File: src/rtl/biriscv_fetch_pkg.sv
//==============================================================================
// Module      : biriscv_fetch_pkg
// Description : Shared fetch-packet type and constants for the fetch queue.
// Revision    : 1.0 - initial release
//==============================================================================
`default_nettype none

package biriscv_fetch_pkg;

    localparam int         c_LANES          = 2;
    localparam logic [2:0] c_SLOT0_OFFSET   = 3'b000;
    localparam logic [2:0] c_SLOT1_OFFSET   = 3'b100;
    localparam int         c_INFO_W_DEFAULT = 12;

    typedef struct packed {
        logic [31:0]                 pc;
        logic [63:0]                 data;
        logic [c_INFO_W_DEFAULT-1:0] info0;
        logic [c_INFO_W_DEFAULT-1:0] info1;
        logic                        valid0;
        logic                        valid1;
    } fetch_pkt_t;

endpackage

`default_nettype wire

File: src/rtl/biriscv_fetch_queue_entry_ctl.sv
//==============================================================================
// Module      : biriscv_fetch_queue_entry_ctl
// Description : Lane valid masking for incoming packets, pop qualification and
//               head-entry retire detection.
// Revision    : 1.0 - initial release
//==============================================================================
`default_nettype none

module biriscv_fetch_queue_entry_ctl
    import biriscv_fetch_pkg::*;
(
    input  logic               i_pc_bit2,
    input  logic               i_pred0,
    input  logic               i_head_valid0,
    input  logic               i_head_valid1,
    input  logic               i_pop0,
    input  logic               i_pop1,
    input  logic               i_flush,
    output logic [c_LANES-1:0] o_push_valid,
    output logic [c_LANES-1:0] o_pop_ok,
    output logic [c_LANES-1:0] o_remain,
    output logic               o_retire
);

    logic [c_LANES-1:0] w_head_valid;
    logic [c_LANES-1:0] w_pop_req;

    // Odd-word target kills lane0; a taken prediction in lane0 kills lane1.
    assign o_push_valid = {~i_pred0, ~i_pc_bit2};

    assign w_head_valid = {i_head_valid1, i_head_valid0};
    assign w_pop_req    = {i_pop1, i_pop0};

    assign o_pop_ok = w_pop_req & w_head_valid & {c_LANES{~i_flush}};
    assign o_remain = w_head_valid & ~o_pop_ok;

    // Retire once the last live lane of the head has been consumed.
    assign o_retire = (|o_pop_ok) & ~(|o_remain);

endmodule

`default_nettype wire

File: src/rtl/biriscv_fetch_queue.sv
//==============================================================================
// Module      : biriscv_fetch_queue
// Description : Dual-lane fetch packet queue feeding the dual-issue decoder.
//               Optional FETCH_QUEUE_BYPASS_EN presents an incoming packet
//               combinationally when the queue is empty.
// Revision    : 1.0 - initial release
//==============================================================================
`default_nettype none

module biriscv_fetch_queue
    import biriscv_fetch_pkg::*;
#(
    parameter int DEPTH  = 4,
    parameter int ADDR_W = 2,
    parameter int INFO_W = c_INFO_W_DEFAULT
)(
    input  logic              clk_i,
    input  logic              rst_i,
    input  logic              flush_i,
    input  logic              push_i,
    input  logic [31:0]       pc_in_i,
    input  logic [1:0]        pred_in_i,
    input  logic [63:0]       data_in_i,
    input  logic [INFO_W-1:0] info0_in_i,
    input  logic [INFO_W-1:0] info1_in_i,
    output logic              accept_o,
    output logic              valid0_o,
    output logic              valid1_o,
    output logic [31:0]       pc0_o,
    output logic [31:0]       pc1_o,
    output logic [31:0]       data0_o,
    output logic [31:0]       data1_o,
    output logic [INFO_W-1:0] info0_o,
    output logic [INFO_W-1:0] info1_o,
    input  logic              pop0_i,
    input  logic              pop1_i,
    output logic [ADDR_W:0]   count_o,
    output logic              almost_full_o
);

    logic [ADDR_W:0]    r_count;
    logic [ADDR_W-1:0]  r_rd_ptr;
    logic [ADDR_W-1:0]  r_wr_ptr;
    logic [28:0]        r_pc    [DEPTH];
    logic [63:0]        r_data  [DEPTH];
    logic [INFO_W-1:0]  r_info0 [DEPTH];
    logic [INFO_W-1:0]  r_info1 [DEPTH];
    logic [DEPTH-1:0]   r_valid0;
    logic [DEPTH-1:0]   r_valid1;

    logic               w_not_empty;
    logic [c_LANES-1:0] w_push_valid;
    logic [c_LANES-1:0] w_pop_ok;
    logic [c_LANES-1:0] w_remain;
    logic [c_LANES-1:0] w_wr_valid;
    logic               w_retire;
    logic               w_push_req;
    logic               w_bypass;
    logic               w_wr_en;
    logic               w_head_retire;
    logic               w_head_v0;
    logic               w_head_v1;
    logic [28:0]        w_head_pc;
    logic [63:0]        w_head_data;
    logic [INFO_W-1:0]  w_head_info0;
    logic [INFO_W-1:0]  w_head_info1;
    logic               w_unused_ok;

    // PC bits [1:0] and the lane1 prediction never affect queue state.
    assign w_unused_ok = ^{pc_in_i[1:0], pred_in_i[1]};

    assign w_not_empty = (r_count != '0);
    assign accept_o    = (r_count != (ADDR_W+1)'(DEPTH));
    assign w_push_req  = push_i & accept_o & ~flush_i & (|w_push_valid);

`ifdef FETCH_QUEUE_BYPASS_EN
    assign w_bypass     = w_push_req & ~w_not_empty;
    assign w_head_v0    = w_bypass ? w_push_valid[0] : (w_not_empty & r_valid0[r_rd_ptr]);
    assign w_head_v1    = w_bypass ? w_push_valid[1] : (w_not_empty & r_valid1[r_rd_ptr]);
    assign w_head_pc    = w_bypass ? pc_in_i[31:3]   : r_pc[r_rd_ptr];
    assign w_head_data  = w_bypass ? data_in_i       : r_data[r_rd_ptr];
    assign w_head_info0 = w_bypass ? info0_in_i      : r_info0[r_rd_ptr];
    assign w_head_info1 = w_bypass ? info1_in_i      : r_info1[r_rd_ptr];
`else
    assign w_bypass     = 1'b0;
    assign w_head_v0    = w_not_empty & r_valid0[r_rd_ptr];
    assign w_head_v1    = w_not_empty & r_valid1[r_rd_ptr];
    assign w_head_pc    = r_pc[r_rd_ptr];
    assign w_head_data  = r_data[r_rd_ptr];
    assign w_head_info0 = r_info0[r_rd_ptr];
    assign w_head_info1 = r_info1[r_rd_ptr];
`endif

    biriscv_fetch_queue_entry_ctl u_entry_ctl (
        .i_pc_bit2     (pc_in_i[2]),
        .i_pred0       (pred_in_i[0]),
        .i_head_valid0 (w_head_v0),
        .i_head_valid1 (w_head_v1),
        .i_pop0        (pop0_i),
        .i_pop1        (pop1_i),
        .i_flush       (flush_i),
        .o_push_valid  (w_push_valid),
        .o_pop_ok      (w_pop_ok),
        .o_remain      (w_remain),
        .o_retire      (w_retire)
    );

    // A bypassed packet that is fully consumed is never written; a partly
    // consumed one is stored with its popped lane already cleared.
    assign w_wr_en       = w_push_req & ~(w_bypass & w_retire);
    assign w_wr_valid    = w_bypass ? w_remain : w_push_valid;
    assign w_head_retire = w_retire & ~w_bypass;

    assign valid0_o      = w_head_v0;
    assign valid1_o      = w_head_v1;
    assign pc0_o         = {w_head_pc, c_SLOT0_OFFSET};
    assign pc1_o         = {w_head_pc, c_SLOT1_OFFSET};
    assign data0_o       = w_head_data[31:0];
    assign data1_o       = w_head_data[63:32];
    assign info0_o       = w_head_info0;
    assign info1_o       = w_head_info1;
    assign count_o       = r_count;
    assign almost_full_o = (r_count >= (ADDR_W+1)'(DEPTH-1));

    always_ff @(posedge clk_i) begin
        if (rst_i) begin
            r_count  <= '0;
            r_rd_ptr <= '0;
            r_wr_ptr <= '0;
            r_valid0 <= '0;
            r_valid1 <= '0;
            for (int i = 0; i < DEPTH; i++) begin
                r_pc[i]    <= '0;
                r_data[i]  <= '0;
                r_info0[i] <= '0;
                r_info1[i] <= '0;
            end
        end else if (flush_i) begin
            r_count  <= '0;
            r_rd_ptr <= '0;
            r_wr_ptr <= '0;
            r_valid0 <= '0;
            r_valid1 <= '0;
        end else begin
            if (!w_bypass) begin
                if (w_pop_ok[0]) r_valid0[r_rd_ptr] <= 1'b0;
                if (w_pop_ok[1]) r_valid1[r_rd_ptr] <= 1'b0;
            end
            if (w_wr_en) begin
                r_pc[r_wr_ptr]     <= pc_in_i[31:3];
                r_data[r_wr_ptr]   <= data_in_i;
                r_info0[r_wr_ptr]  <= info0_in_i;
                r_info1[r_wr_ptr]  <= info1_in_i;
                r_valid0[r_wr_ptr] <= w_wr_valid[0];
                r_valid1[r_wr_ptr] <= w_wr_valid[1];
                r_wr_ptr           <= r_wr_ptr + ADDR_W'(1);
            end
            if (w_head_retire) r_rd_ptr <= r_rd_ptr + ADDR_W'(1);
            case ({w_wr_en, w_head_retire})
                2'b10:   r_count <= r_count + (ADDR_W+1)'(1);
                2'b01:   r_count <= r_count - (ADDR_W+1)'(1);
                default: r_count <= r_count;
            endcase
        end
    end

endmodule

`default_nettype wire

File: config.mk
export PLATFORM = sky130hd
export DESIGN_NAME = biriscv_fetch_queue
export DESIGN_NICKNAME = d
export VERILOG_FILES = /design/src/rtl/biriscv_fetch_pkg.sv /design/src/rtl/biriscv_fetch_queue_entry_ctl.sv /design/src/rtl/biriscv_fetch_queue.sv
export SDC_FILE = /design/constraint.sdc
export NUM_CORES = 1
export LEC_CHECK = 0
export BUFFER_PORTS_ARGS = -buffer_cell sky130_fd_sc_hd__buf_2
export CAP_MARGIN = 40
export CORE_ASPECT_RATIO = 0.9
export CORE_MARGIN = 2
export CORE_UTILIZATION = 39
export CTS_BUF_LIST = sky130_fd_sc_hd__clkbuf_16
export DETAILED_ROUTE_END_ITERATION = 10
export GPL_TIMING_DRIVEN = 0
export MAX_ROUTING_LAYER = met4
export SLEW_MARGIN = 20
export SYNTH_ARGS = -nofsm -noshare
export SYNTH_HDL_FRONTEND = slang
export SYNTH_HIERARCHICAL = 1
export SYNTH_SLANG_ARGS = --single-unit
File: constraint.sdc
create_clock -name clk_i -period 8.8 [get_ports clk_i]
set_input_delay 0.88 -clock clk_i [delete_from_list [all_inputs] [get_ports clk_i]]
set_output_delay 0.88 -clock clk_i [all_outputs]
set_load 0.1 [all_outputs]
==> metrics.cfg <==
[run_status]
run_status = completed

[clocking]
clk_path_buf_depth = 3
post_cts_resized = 0
clkSinkCount = 485
clk_latency_ps = 590
root_buffer = clkbuf_16
cts_tree = done
cts_hold_buf = 0
path_clk_slew_ps = 60
h-tree-depth = 2
cts_setup_buffers = 0
cts-buffers-inserted = 52

[floorplan]
std_cell_rows = 80
fp.dieW_um = 249
die_y_um = 225
start_util = 0.396
die_area_um2 = 56000
num_io_pins = 287
coreArea_um2 = 53300

[final_layout]
drive_gt1_frac = 0.328
fillerInstances = 4761
seqCellArea_um2 = 14400
area_growth_pct = 20.1
final_cells = 2511
final_nets = 1908
multi_input_area_um2 = 5880

[place]
dp_hpwl_um = 35400
io_buffers = 276
globalplace.congestion = 0.767
dpl.cell_count = 2413
preCtsSetupSlack_ps = 5240

[power_and_ir_drop]
power_mw = 5.35
ir_worst_vdd_uv = 135
cellPowerDensity_nw_per_um2 = 211
p_leak_nw = 9.53

[logic_synthesis]
yosys_warnings = 6
synth_area_um2 = 21100
syn_avg_cell_area_um2 = 14.9
netlist_instances = 1418

[timing]
timing.final.crit_period_ps = 3800
tns_ps = 0
whs_ps = 477
fmaxAchievable_ghz = 0.263
setup_viol = 0
slew_headroom = 0.432
fin_ws_ps = 5000
rsz0062_at_grt = no
timing.final.crit_share = 0.432
worstMarginPinSlew_ps = 852
drv_slew = 0
finalHoldViolations = 0
clock-skew-final_ps = 13.2

[setup_path]
r2r-start = r_rd_ptr[0]
arrival_ps = 2920
cp_common_cell = buf_2
crit_end = pc1_o[4]
crit_path_end_kind = output pin
reg2regPathDepth = 10
max_stage_delay_ps = 690
cp.required_ps = 7920
r2r-end = count_o[2]
r2r_setup_slack_ps = 5700
cp_max_fo = 10
startpoint_type = register
path_class = reg2out
critPathSlowestCell = clkbuf_1
path_cells = buf_2, clkbuf_1, mux4_2, buf_4, buf_2

[global_routing]
grt_pass1_vias = 13200
antenna_found_initial = 8
grt_pass1_wl_um = 80100
grt_max_degree = 43
grt_util_all_layers = 0.200
grt-ovfl-total = 0

[hold_path]
hold_class = reg2reg

[detailed_routing]
vias = 12700
first_pass_iters = 5
vias_per_cell = 5.06
wire_per_inst_um = 21.5
drc = 0
antenna_left = 0
drt_first_iter_violations = 939
wirelength_um = 53900

[job]
maxCapViolations = 0

==> worst min-delay path by stage <==
| stage | from | end | slack [ps] | cells past startpoint |
|---|---|---|---|---|
| 4_1_cts | r_valid0[3] | r_valid0[3] | 480 | 2 |
| 5_1_grt | r_valid1[0] | r_valid1[0] | 490 | 2 |
| 3_3_place_gp | r_valid0[1] | r_valid0[1] | 460 | 2 |
| 3_5_place_dp | r_valid0[2] | r_valid0[2] | 470 | 2 |
| 2_1_floorplan | r_valid0[2] | r_valid0[2] | 450 | 2 |
| 6_report | r_valid0[3] | r_valid0[3] | 480 | 2 |
==> flip-flops by register name, indices dropped and copies added (netlist names), named ones only <==
signal / count
r_wr_ptr: 2
r_rd_ptr: 2
count_o: 3
r_info1: 48
r_info0: 48
r_valid0: 4
r_valid1: 4
r_pc: 116
r_data: 256
==> placed cells by master (no fill, tap or decap), types with 17 or more instances in the layout <==
cell type	n
clkinv_1	17
dfxtp_1	17
buf_4	49
edfxtp_1	468
buf_2	315
inv_1	23
clkbuf_1	24
nor2_1	477
clkbuf_16	53
mux4_2	119
buf_6	18
nand2b_1	118
==> routing by layer <==
metal | vias up | routed length, µm | global-route usage
li1 | 5790 | - | -
met1 | 6423 | 22200 | 0.253
met2 | 406 | 27100 | 0.329
met3 | 89 | 3320 | 0.0383
met4 | 0 | 1350 | 0.0597
met5 | - | 0 | -
==> per-stage QoR <==
stage                     cell area [µm²]   util
final                               25300  0.476
after floorplan                     21100      -
after global placement              23400  0.439
after global routing                25300  0.476
after CTS                           25300  0.476
after detailed placement            23800  0.447
==> cell type report <==
class / count / share of cell area
flip-flops and latches: 485 / 0.568
multi-input cells: 798 / 0.232
repair buffers: 294 / 0.0701
clock buffers: 53 / 0.0523
well taps: 697 / 0.0344
plain buffers: 128 / 0.0329
clock inverters: 40 / 0.00800
inverters: 11 / 0.00163
diodes: 5 / 0.000494
==> power by group <==
group	internal, mW	total [mW]	switching [mW]
logic	0.155	0.706	0.551
clock network	1.11	1.99	0.881
registers	2.63	2.65	0.0236
total	3.90	5.35	1.46
==> critical path: cells and delay by family, from the launching register on <==
kind	cells	cell delay, ps
buf+inv	4	1600
mux	1	450
flops	1	300
No activity file was read; power rests on OpenSTA's default activity.
